File: src/rtl/sprite_rom_arbiter_pkg.sv
// rtl/sprite_rom_arbiter_pkg.sv - shared sprite constants for the ROM arbiter
package sprite_rom_arbiter_pkg;

  localparam int              ID_W       = 3;
  localparam logic [7:0]      TRANSP_KEY = 8'hFF;
  localparam logic [ID_W-1:0] PLAYER     = 3'd0;
  localparam logic [ID_W-1:0] BOSS       = 3'd6;

endpackage

File: src/rtl/sprite_rom_arbiter_rr_pick.sv
// rtl/sprite_rom_arbiter_rr_pick.sv - rotate-priority selector: first eligible index at or after ptr
module rr_pick
  import sprite_rom_arbiter_pkg::*;
#(
  parameter int NREQ = 7
) (
  input  logic [NREQ-1:0] eligible,
  input  logic [ID_W-1:0] ptr,
  output logic [NREQ-1:0] win_onehot,
  output logic [ID_W-1:0] win_idx,
  output logic            win_any
);

  logic [ID_W:0] cand;

  always_comb begin
    win_onehot = '0;
    win_idx    = '0;
    win_any    = 1'b0;
    cand       = '0;
    for (int off = 0; off < NREQ; off++) begin
      cand = {1'b0, ptr} + (ID_W+1)'(off);
      if (cand >= (ID_W+1)'(NREQ)) begin
        cand = cand - (ID_W+1)'(NREQ);
      end
      if (!win_any && eligible[cand[ID_W-1:0]]) begin
        win_any                       = 1'b1;
        win_idx                       = cand[ID_W-1:0];
        win_onehot[cand[ID_W-1:0]]    = 1'b1;
      end
    end
  end

endmodule

File: src/rtl/sprite_rom_arbiter.sv
// rtl/sprite_rom_arbiter.sv - round-robin sprite ROM arbiter with player priority and read-return pipeline
module sprite_rom_arbiter
  import sprite_rom_arbiter_pkg::*;
#(
  parameter int NREQ    = 7,
  parameter int ADDR_W  = 12,
  parameter int DATA_W  = 8,
  parameter int ROM_LAT = 1
) (
  input  logic                     clk,
  input  logic                     rst,
  input  logic [NREQ-1:0]          req,
  input  logic [NREQ*ADDR_W-1:0]   addr,
  input  logic [NREQ-1:0]          en_mask,
  input  logic                     prio0,
  output logic [NREQ-1:0]          gnt,
  output logic                     rom_en,
  output logic [ADDR_W-1:0]        rom_addr,
  input  logic [DATA_W-1:0]        rom_data,
  output logic                     rd_valid,
  output logic [2:0]               rd_id,
  output logic [DATA_W-1:0]        rd_data,
  output logic                     rd_transp
);

  logic [NREQ-1:0]   gnt_q, gnt_d;
  logic              rom_en_q, rom_en_d;
  logic [ADDR_W-1:0] rom_addr_q, rom_addr_d;
  logic [ID_W-1:0]   ptr_q, ptr_d;
  logic [ID_W-1:0]   gidx_q, gidx_d;
  logic [ROM_LAT-1:0] vpipe_q, vpipe_d;
  logic [ID_W-1:0]   ipipe_q [ROM_LAT];
  logic [ID_W-1:0]   ipipe_d [ROM_LAT];
  logic              rd_valid_q, rd_valid_d;
  logic [ID_W-1:0]   rd_id_q, rd_id_d;
  logic [DATA_W-1:0] rd_data_q, rd_data_d;
  logic              rd_transp_q, rd_transp_d;

  logic [NREQ-1:0]   eligible;
  logic [NREQ-1:0]   rr_onehot, win_onehot;
  logic [ID_W-1:0]   rr_idx, win_idx;
  logic              rr_any, win_any;
  logic [ADDR_W-1:0] sel_addr;

  // The current grant holder is masked out, so a steady requester gets every other cycle.
  assign eligible = req & en_mask & ~gnt_q;

  rr_pick #(.NREQ(NREQ)) u_rr_pick (
    .eligible   (eligible),
    .ptr        (ptr_q),
    .win_onehot (rr_onehot),
    .win_idx    (rr_idx),
    .win_any    (rr_any)
  );

  always_comb begin
    win_onehot = rr_onehot;
    win_idx    = rr_idx;
    win_any    = rr_any;
    if (prio0 && eligible[PLAYER]) begin
      win_onehot         = '0;
      win_onehot[PLAYER] = 1'b1;
      win_idx            = PLAYER;
      win_any            = 1'b1;
    end
    sel_addr = '0;
    for (int i = 0; i < NREQ; i++) begin
      if (win_onehot[i]) sel_addr = addr[i*ADDR_W +: ADDR_W];
    end
  end

  always_comb begin
    gnt_d      = win_onehot;
    rom_en_d   = win_any;
    rom_addr_d = win_any ? sel_addr : rom_addr_q;
    gidx_d     = win_any ? win_idx : gidx_q;
    ptr_d      = ptr_q;
    if (win_any) begin
      ptr_d = (win_idx == ID_W'(NREQ-1)) ? '0 : win_idx + 1'b1;
    end
    // Stage 0 lines up with the cycle the ROM sees rom_en; the last stage with rom_data.
    vpipe_d[0] = rom_en_q;
    ipipe_d[0] = gidx_q;
    for (int k = 1; k < ROM_LAT; k++) begin
      vpipe_d[k] = vpipe_q[k-1];
      ipipe_d[k] = ipipe_q[k-1];
    end
    rd_valid_d  = vpipe_q[ROM_LAT-1];
    rd_id_d     = rd_valid_d ? ipipe_q[ROM_LAT-1] : rd_id_q;
    rd_data_d   = rd_valid_d ? rom_data : rd_data_q;
    rd_transp_d = rd_valid_d ? (rom_data == DATA_W'(TRANSP_KEY)) : rd_transp_q;
  end

  always_ff @(posedge clk) begin
    if (!rst) begin
      gnt_q       <= '0;
      rom_en_q    <= 1'b0;
      rom_addr_q  <= '0;
      ptr_q       <= '0;
      gidx_q      <= '0;
      vpipe_q     <= '0;
      for (int k = 0; k < ROM_LAT; k++) ipipe_q[k] <= '0;
      rd_valid_q  <= 1'b0;
      rd_id_q     <= '0;
      rd_data_q   <= '0;
      rd_transp_q <= 1'b0;
    end else begin
      gnt_q       <= gnt_d;
      rom_en_q    <= rom_en_d;
      rom_addr_q  <= rom_addr_d;
      ptr_q       <= ptr_d;
      gidx_q      <= gidx_d;
      vpipe_q     <= vpipe_d;
      ipipe_q     <= ipipe_d;
      rd_valid_q  <= rd_valid_d;
      rd_id_q     <= rd_id_d;
      rd_data_q   <= rd_data_d;
      rd_transp_q <= rd_transp_d;
    end
  end

  assign gnt       = gnt_q;
  assign rom_en    = rom_en_q;
  assign rom_addr  = rom_addr_q;
  assign rd_valid  = rd_valid_q;
  assign rd_id     = rd_id_q;
  assign rd_data   = rd_data_q;
  assign rd_transp = rd_transp_q;

endmodule

File: config.mk
export PLATFORM = sky130hd
export DESIGN_NAME = sprite_rom_arbiter
export DESIGN_NICKNAME = d
export VERILOG_FILES = /design/src/rtl/sprite_rom_arbiter_pkg.sv /design/src/rtl/sprite_rom_arbiter_rr_pick.sv /design/src/rtl/sprite_rom_arbiter.sv
export SDC_FILE = /design/constraint.sdc
export NUM_CORES = 1
export LEC_CHECK = 0
export ABC_CLOCK_PERIOD_IN_PS = 5670
export CAP_MARGIN = 10
export CORE_UTILIZATION = 30
export DETAILED_ROUTE_END_ITERATION = 7
export HOLD_SLACK_MARGIN = 0.15
export PLACE_DENSITY = 0.66
export SYNTH_ARGS = -nofsm -noshare
export SYNTH_HDL_FRONTEND = slang
export SYNTH_HIERARCHICAL = 1
export SYNTH_SLANG_ARGS = --single-unit
File: constraint.sdc
create_clock -name clk -period 5.67 [get_ports clk]
set_clock_uncertainty 0.05 [all_clocks]
set_input_delay 1.134 -clock clk [delete_from_list [all_inputs] [get_ports clk]]
set_output_delay 1.134 -clock clk [all_outputs]
set_load 0.01 [all_outputs]
==> impl_metrics.json, run 1 <==
{
  "hold_viol": 0,
  "critical_path.max_stage_delay_ns": 0.63,
  "hold_end": "ipipe_q[2]",
  "drtIter0Drc": 580,
  "violations": "DRC",
  "wl_um": 16500,
  "crit_buf_inv": 2,
  "final_cell_count_no_fill": 899,
  "multi_input_area_um2": 3390,
  "vias": 5100,
  "nets": 831,
  "reg2reg_slack_ns": 0.64,
  "viasPerCell": 5.67,
  "rows": 45,
  "rsz0062_at_grt": "no",
  "power_density_nw_per_um2": 688,
  "slowest_stage": "mux2i_1",
  "clockBufferDepth": 2,
  "path_class": "reg -> reg",
  "yosysSeqAreaShare_pct": 18.6,
  "fin_tns_setup_ns": 0,
  "cts_root_buf": "clkbuf_16",
  "cts_resized": 0,
  "status": "complete, but fails checks",
  "final_antenna_net_count": 0,
  "syn_nets": 709,
  "place_area_um2": 6130,
  "cp-end-kind": "flop",
  "cp_max_fo": 12,
  "clock_sinks": 43,
  "initial_core_util_pct": 30.6,
  "clkPwrFrac_pct": 6.8,
  "layout-drive-gt1-share_pct": 11.0,
  "hold_path.startpoint": "gidx_q[2]",
  "ys.flop_type": "dfxtp_1",
  "dpl.cell_count": 891,
  "netSwitchingPower_mw": 2.27,
  "yosysWarnings": 6,
  "setup_viol": 0,
  "r2r_end": "rom_addr[7]",
  "synth_cell_types": 85,
  "p_sw_share_pct": 52.6,
  "htreeDepth": 2,
  "first_global_vias": 4614,
  "post-route-period-util_pct": 88.7,
  "crit_path_start_kind": "flop",
  "gp_congestion": 0.904,
  "tightest_slew_ns": 0.887,
  "combinationalPowerShare_pct": 82.6,
  "slew_violations": 0,
  "nFillCells": 1539,
  "crit_start": "ptr_q[2]",
  "utilization_pct": 41.5,
  "clk_latency_ns": 0.29,
  "antenna_found_initial": 0,
  "cts_hold_buf": 0,
  "overflow": 0,
  "p_leak_nw": 2.35,
  "synth-seq-cells": 43,
  "r2r_cells": 14,
  "critical_path_required_ns": 5.83,
  "coreArea_um2": 15100,
  "min_period_ns": 5.03,
  "hold_path.class": "reg -> reg",
  "cts_setup_buffers": 0,
  "synth-edff-count": 0,
  "dieWidth_um": 126,
  "num_antenna_cells": 0,
  "crit_arrival_ns": 5.18,
  "grt_max_degree": 29,
  "syn_avg_cell_area_um2": 7.88,
  "io_buffer_count": 141,
  "p_seq_share_pct": 10.5,
  "ios": 142,
  "synthArstFlopShare_pct": 0,
  "area_growth_pct": 35.6,
  "cts_tree": "built",
  "synth_area_um2": 4630,
  "final_area_um2": 6280,
  "wl_per_cell_um": 18.4,
  "internal_power_mw": 2.05,
  "die_h_um": 126,
  "fmaxAchievable_ghz": 0.199,
  "postSynthCellCount": 588,
  "cap_violations": 0,
  "holdWs_ns": 0.412,
  "worstHoldPathCells": 1,
  "seq_area_um2": 861,
  "hpwl_um": 12900,
  "peakVddDrop_mv": 0.278,
  "slew_headroom_pct": 40.7,
  "grt_pass1_wl_um": 25500,
  "grt_util_all_layers_pct": 20.1,
  "cts_buffers": 5,
  "r2r_start": "ptr_q[2]",
  "clk_pin_slew_worst_paths_ns": 0.07,
  "die_area_um2": 15900,
  "drt_pre_antenna_iters": 7,
  "drc_errors": 2,
  "cp_top_family": "compound AO/OA/AOI/OAI gates",
  "path_cells": "inv_1, ha_1, mux2i_1, nor3_1, o32ai_2, buf_4, nand2b_1, o32ai_1, a221o_1, nand3b_1, or2_1, o211ai_1, a21oi_1, o31ai_2"
}
[power groups by stage]
stage,Combinational (mW),Sequential [mW],Clock [mW]
2_1_floorplan,2.67,0.468,0
3_3_place_gp,3.47,0.463,0
3_5_place_dp,3.49,0.461,0
4_1_cts,3.50,0.456,0.301
5_1_grt,3.85,0.466,0.313
6_report,3.57,0.456,0.295
[synth_stat cells (15+ instances only)]
master | n | share of area [%]
mux2i_1 | 31 | 6.7
nor2b_1 | 30 | 4.1
a21oi_1 | 47 | 5.1
a22oi_1 | 15 | 2.4
o211ai_1 | 15 | 2.4
nor2_1 | 38 | 3.1
nand4_1 | 19 | 2.6
dfxtp_1 | 43 | 19
nand2b_1 | 15 | 2.0
nand2_1 | 50 | 4.1
nor3_1 | 15 | 1.6
buf_2 | 21 | 2.3
[placed cells by master, fill, tap and decap left out, drive strengths merged, types with 13 or more instances in the layout]
master,count
nand2,52
nand2b,16
a22oi,15
dfxtp,43
inv,14
a31oi,13
buf,25
nor3,15
nor2b,30
clkdlybuf4s50,141
o31ai,13
a21oi,49
mux2i,33
a211o,13
nand3b,13
nand4,20
nor2,40
o211ai,15
nand3,14
[worst max path at each step]
stage / end / slack, ns / cells after the start
after CTS: rom_addr[7] / 0.71 / 15
after floorplan: rom_addr[2] / 1.66 / 20
after global routing: rom_addr[7] / 0.21 / 15
after detailed placement: rom_addr[7] / 0.44 / 15
after global placement: rom_addr[7] / 0.47 / 15
final: rom_addr[7] / 0.64 / 14
[registers in the layout, indices dropped and copies added (netlist names)]
signal,cells
gnt,7
rd_valid_d,1
ptr_q,3
gidx_q,3
rd_data,8
rd_transp,1
rd_valid,1
ipipe_q,3
rd_id,3
rom_addr,12
rom_en,1
[through the flow]
| step | worst slack (ns) | power [mW] |
|---|---|---|
| floorplan | 1.66 | 3.14 |
| detailed placement | 0.442 | 3.95 |
| CTS | 0.708 | 4.26 |
| global placement | 0.472 | 3.93 |
| finish | 0.642 | 4.32 |
| global route | 0.205 | 4.63 |
[routing by layer]
layer | share of wire, % | track usage [%]
met5 | 0 | 0
met4 | 2.0 | 4.96
met3 | 7.9 | 3.19
met2 | 44 | 30.3
met1 | 46 | 29.6
[kinds of logic after synthesis]
family | share of synthesized area [%]
flip-flops | 18.6
multiplexers | 10.0
AO/OA/AOI/OAI | 28.1
adder cells (fa/ha/maj) | 3.40
XOR/XNOR | 2.81
AND/OR/NAND/NOR | 28.7
buffers and inverters | 8.29
[area by class of cell]
class | instances | share of cell area, %
clock inverters | 3 | 0.378
repair buffers | 166 | 25.5
multi-input cells | 481 | 53.9
flip-flops and latches | 43 | 13.7
well taps | 188 | 3.75
clock buffers | 5 | 1.99
inverters | 13 | 0.777
Note: power is estimated with default switching activity, not from simulation.
==> run 2, diff against run 1 <==
--- a/config.mk
+++ b/config.mk
@@ -7,6 +7,7 @@
 export LEC_CHECK = 0
 export ABC_CLOCK_PERIOD_IN_PS = 5670
 export CAP_MARGIN = 10
+export CORE_MARGIN = 10
 export CORE_UTILIZATION = 30
 export DETAILED_ROUTE_END_ITERATION = 7
 export HOLD_SLACK_MARGIN = 0.15
==> run 2 against run 1 <==
Against the previous run: the flow now finishes without violations; via count is 0.86% higher; first-iteration DRC count rose by 28%; cell count up 0.44%; combinational power is 2% higher; hold slack lost 0.0031 ns; utilization grew 0.33 points; largest cell class unchanged; flip-flop and latch count unchanged; fmax increased by 0.76%.
==> impl_metrics.json, run 2 (same netlist as run 1, synthesis figures left out) <==
{
  "p_sw_share_pct": 52.4,
  "cts_buffers": 5,
  "power_density_nw_per_um2": 701,
  "coreArea_um2": 15100,
  "fmaxAchievable_ghz": 0.200,
  "final_cell_mix": "141 x clkdlybuf4s50_1, 50 x nand2_1, 47 x a21oi_1",
  "hold_viol": 0,
  "utilization_pct": 41.8,
  "path_cells": "inv_1, fa_1, nor2b_1, o221ai_1, a221oi_1, a21o_1, nand4_2, and4bb_1, nand4b_1, nand3b_1, or2_1, o211ai_1, a21oi_1, o31ai_2",
  "crit_path_start_kind": "flop",
  "final_cell_count_no_fill": 903,
  "die_h_um": 144,
  "cts_resized": 0,
  "cap_violations": 0,
  "critical_path_required_ns": 5.79,
  "grt_max_degree": 29,
  "clk_latency_ns": 0.29,
  "crit_buf_inv": 1,
  "place_area_um2": 6160,
  "rsz0062_at_grt": "no",
  "combinationalPowerShare_pct": 82.2,
  "dpl.cell_count": 895,
  "clockBufferDepth": 2,
  "cp_max_fo": 13,
  "final_antenna_net_count": 0,
  "drc_errors": 0,
  "dieWidth_um": 144,
  "cts_root_buf": "clkbuf_16",
  "num_antenna_cells": 0,
  "netSwitchingPower_mw": 2.32,
  "slew_violations": 0,
  "internal_power_mw": 2.11,
  "setup_viol": 0,
  "cp_top_family": "simple AND/OR/NAND/NOR gates",
  "drt_pre_antenna_iters": 5,
  "rows": 45,
  "first_global_vias": 4822,
  "clkPwrFrac_pct": 7.6,
  "hold_path.class": "reg -> reg",
  "fin_tns_setup_ns": 0,
  "grt_pass1_wl_um": 26800,
  "vias": 5144,
  "slew_headroom_pct": 36.9,
  "hpwl_um": 14300,
  "p_seq_share_pct": 10.2,
  "cts_tree": "built",
  "path_class": "reg -> reg",
  "p_leak_nw": 2.39,
  "crit_arrival_ns": 5.11,
  "min_period_ns": 4.99,
  "final_area_um2": 6330,
  "nets": 835,
  "layout-drive-gt1-share_pct": 11.5,
  "tightest_slew_ns": 0.944,
  "final_common_cell": "clkdlybuf4s50_1",
  "status": "completed",
  "cp-end-kind": "flop",
  "die_area_um2": 20800,
  "htreeDepth": 2,
  "slowest_stage": "fa_1",
  "cts_setup_buffers": 0,
  "gp_congestion": 0.939,
  "critical_path.max_stage_delay_ns": 0.92,
  "antenna_found_initial": 0,
  "clk_pin_slew_worst_paths_ns": 0.06,
  "io_buffer_count": 141,
  "cts_hold_buf": 0,
  "peakVddDrop_mv": 0.282,
  "ios": 142,
  "grt_util_all_layers_pct": 16.1,
  "viasPerCell": 5.70,
  "wl_per_cell_um": 19.9,
  "clock_sinks": 43,
  "initial_core_util_pct": 30.6,
  "area_growth_pct": 36.6,
  "largest_reg_flops": 12,
  "wl_um": 18000,
  "drtIter0Drc": 745,
  "overflow": 0,
  "post-route-period-util_pct": 88.0
}
-- run 2: cell types whose count changed in the layout (fill, tap and decap cells not counted) --
cell,before,now
buf_4,25,29
clkinvlp_4,2,0
bufinv_16,0,1
clkinv_2,0,1
clkinv_4,0,1
inv_6,1,0
-- run 2: final timing paths --
check,start,to,slack (ns),depth (start not counted)
min,gidx_q[2],ipipe_q[2],0.41,1
min reg2reg,gidx_q[2],ipipe_q[2],0.41,1
max reg2reg,ptr_q[2],rom_addr[5],0.68,14
max,ptr_q[2],rom_addr[5],0.68,14
-- run 2: per-stage QoR --
step	setup slack [ns]	hold WS (ns)	total power, mW
5_1_grt	0.347	0.430	4.80
3_5_place_dp	0.628	0.392	4.03
3_3_place_gp	0.674	0.390	4.03
4_1_cts	0.803	0.411	4.38
2_1_floorplan	1.66	0.379	3.14
6_report	0.679	0.409	4.44
-- run 2: routing by layer --
layer	GRT usage [%]	vias up	wire, um
met3	3.67	29	1590
met4	4.04	0	404
met2	24.0	272	7940
met5	0	-	0
li1	-	2444	-
met1	22.9	2399	8050
-- run 2: final cells by class --
type | instances | area (um2)
fill | 1528 | 8810
tap | 188 | 235
inverter | 13 | 48.8
clock buffer | 5 | 125
timing repair buffer | 170 | 1630
multi-input combinational | 481 | 3390
sequential | 43 | 861
clock inverter | 3 | 43.8
-- run 2: power groups by stage --
| stage | sequential [mW] | clock [mW] | combinational, mW |
|---|---|---|---|
| floorplan | 0.468 | 0 | 2.67 |
| global placement | 0.458 | 0 | 3.58 |
| detailed placement | 0.457 | 0 | 3.57 |
| CTS | 0.452 | 0.341 | 3.58 |
| global route | 0.463 | 0.352 | 3.99 |
| finish | 0.453 | 0.335 | 3.65 |
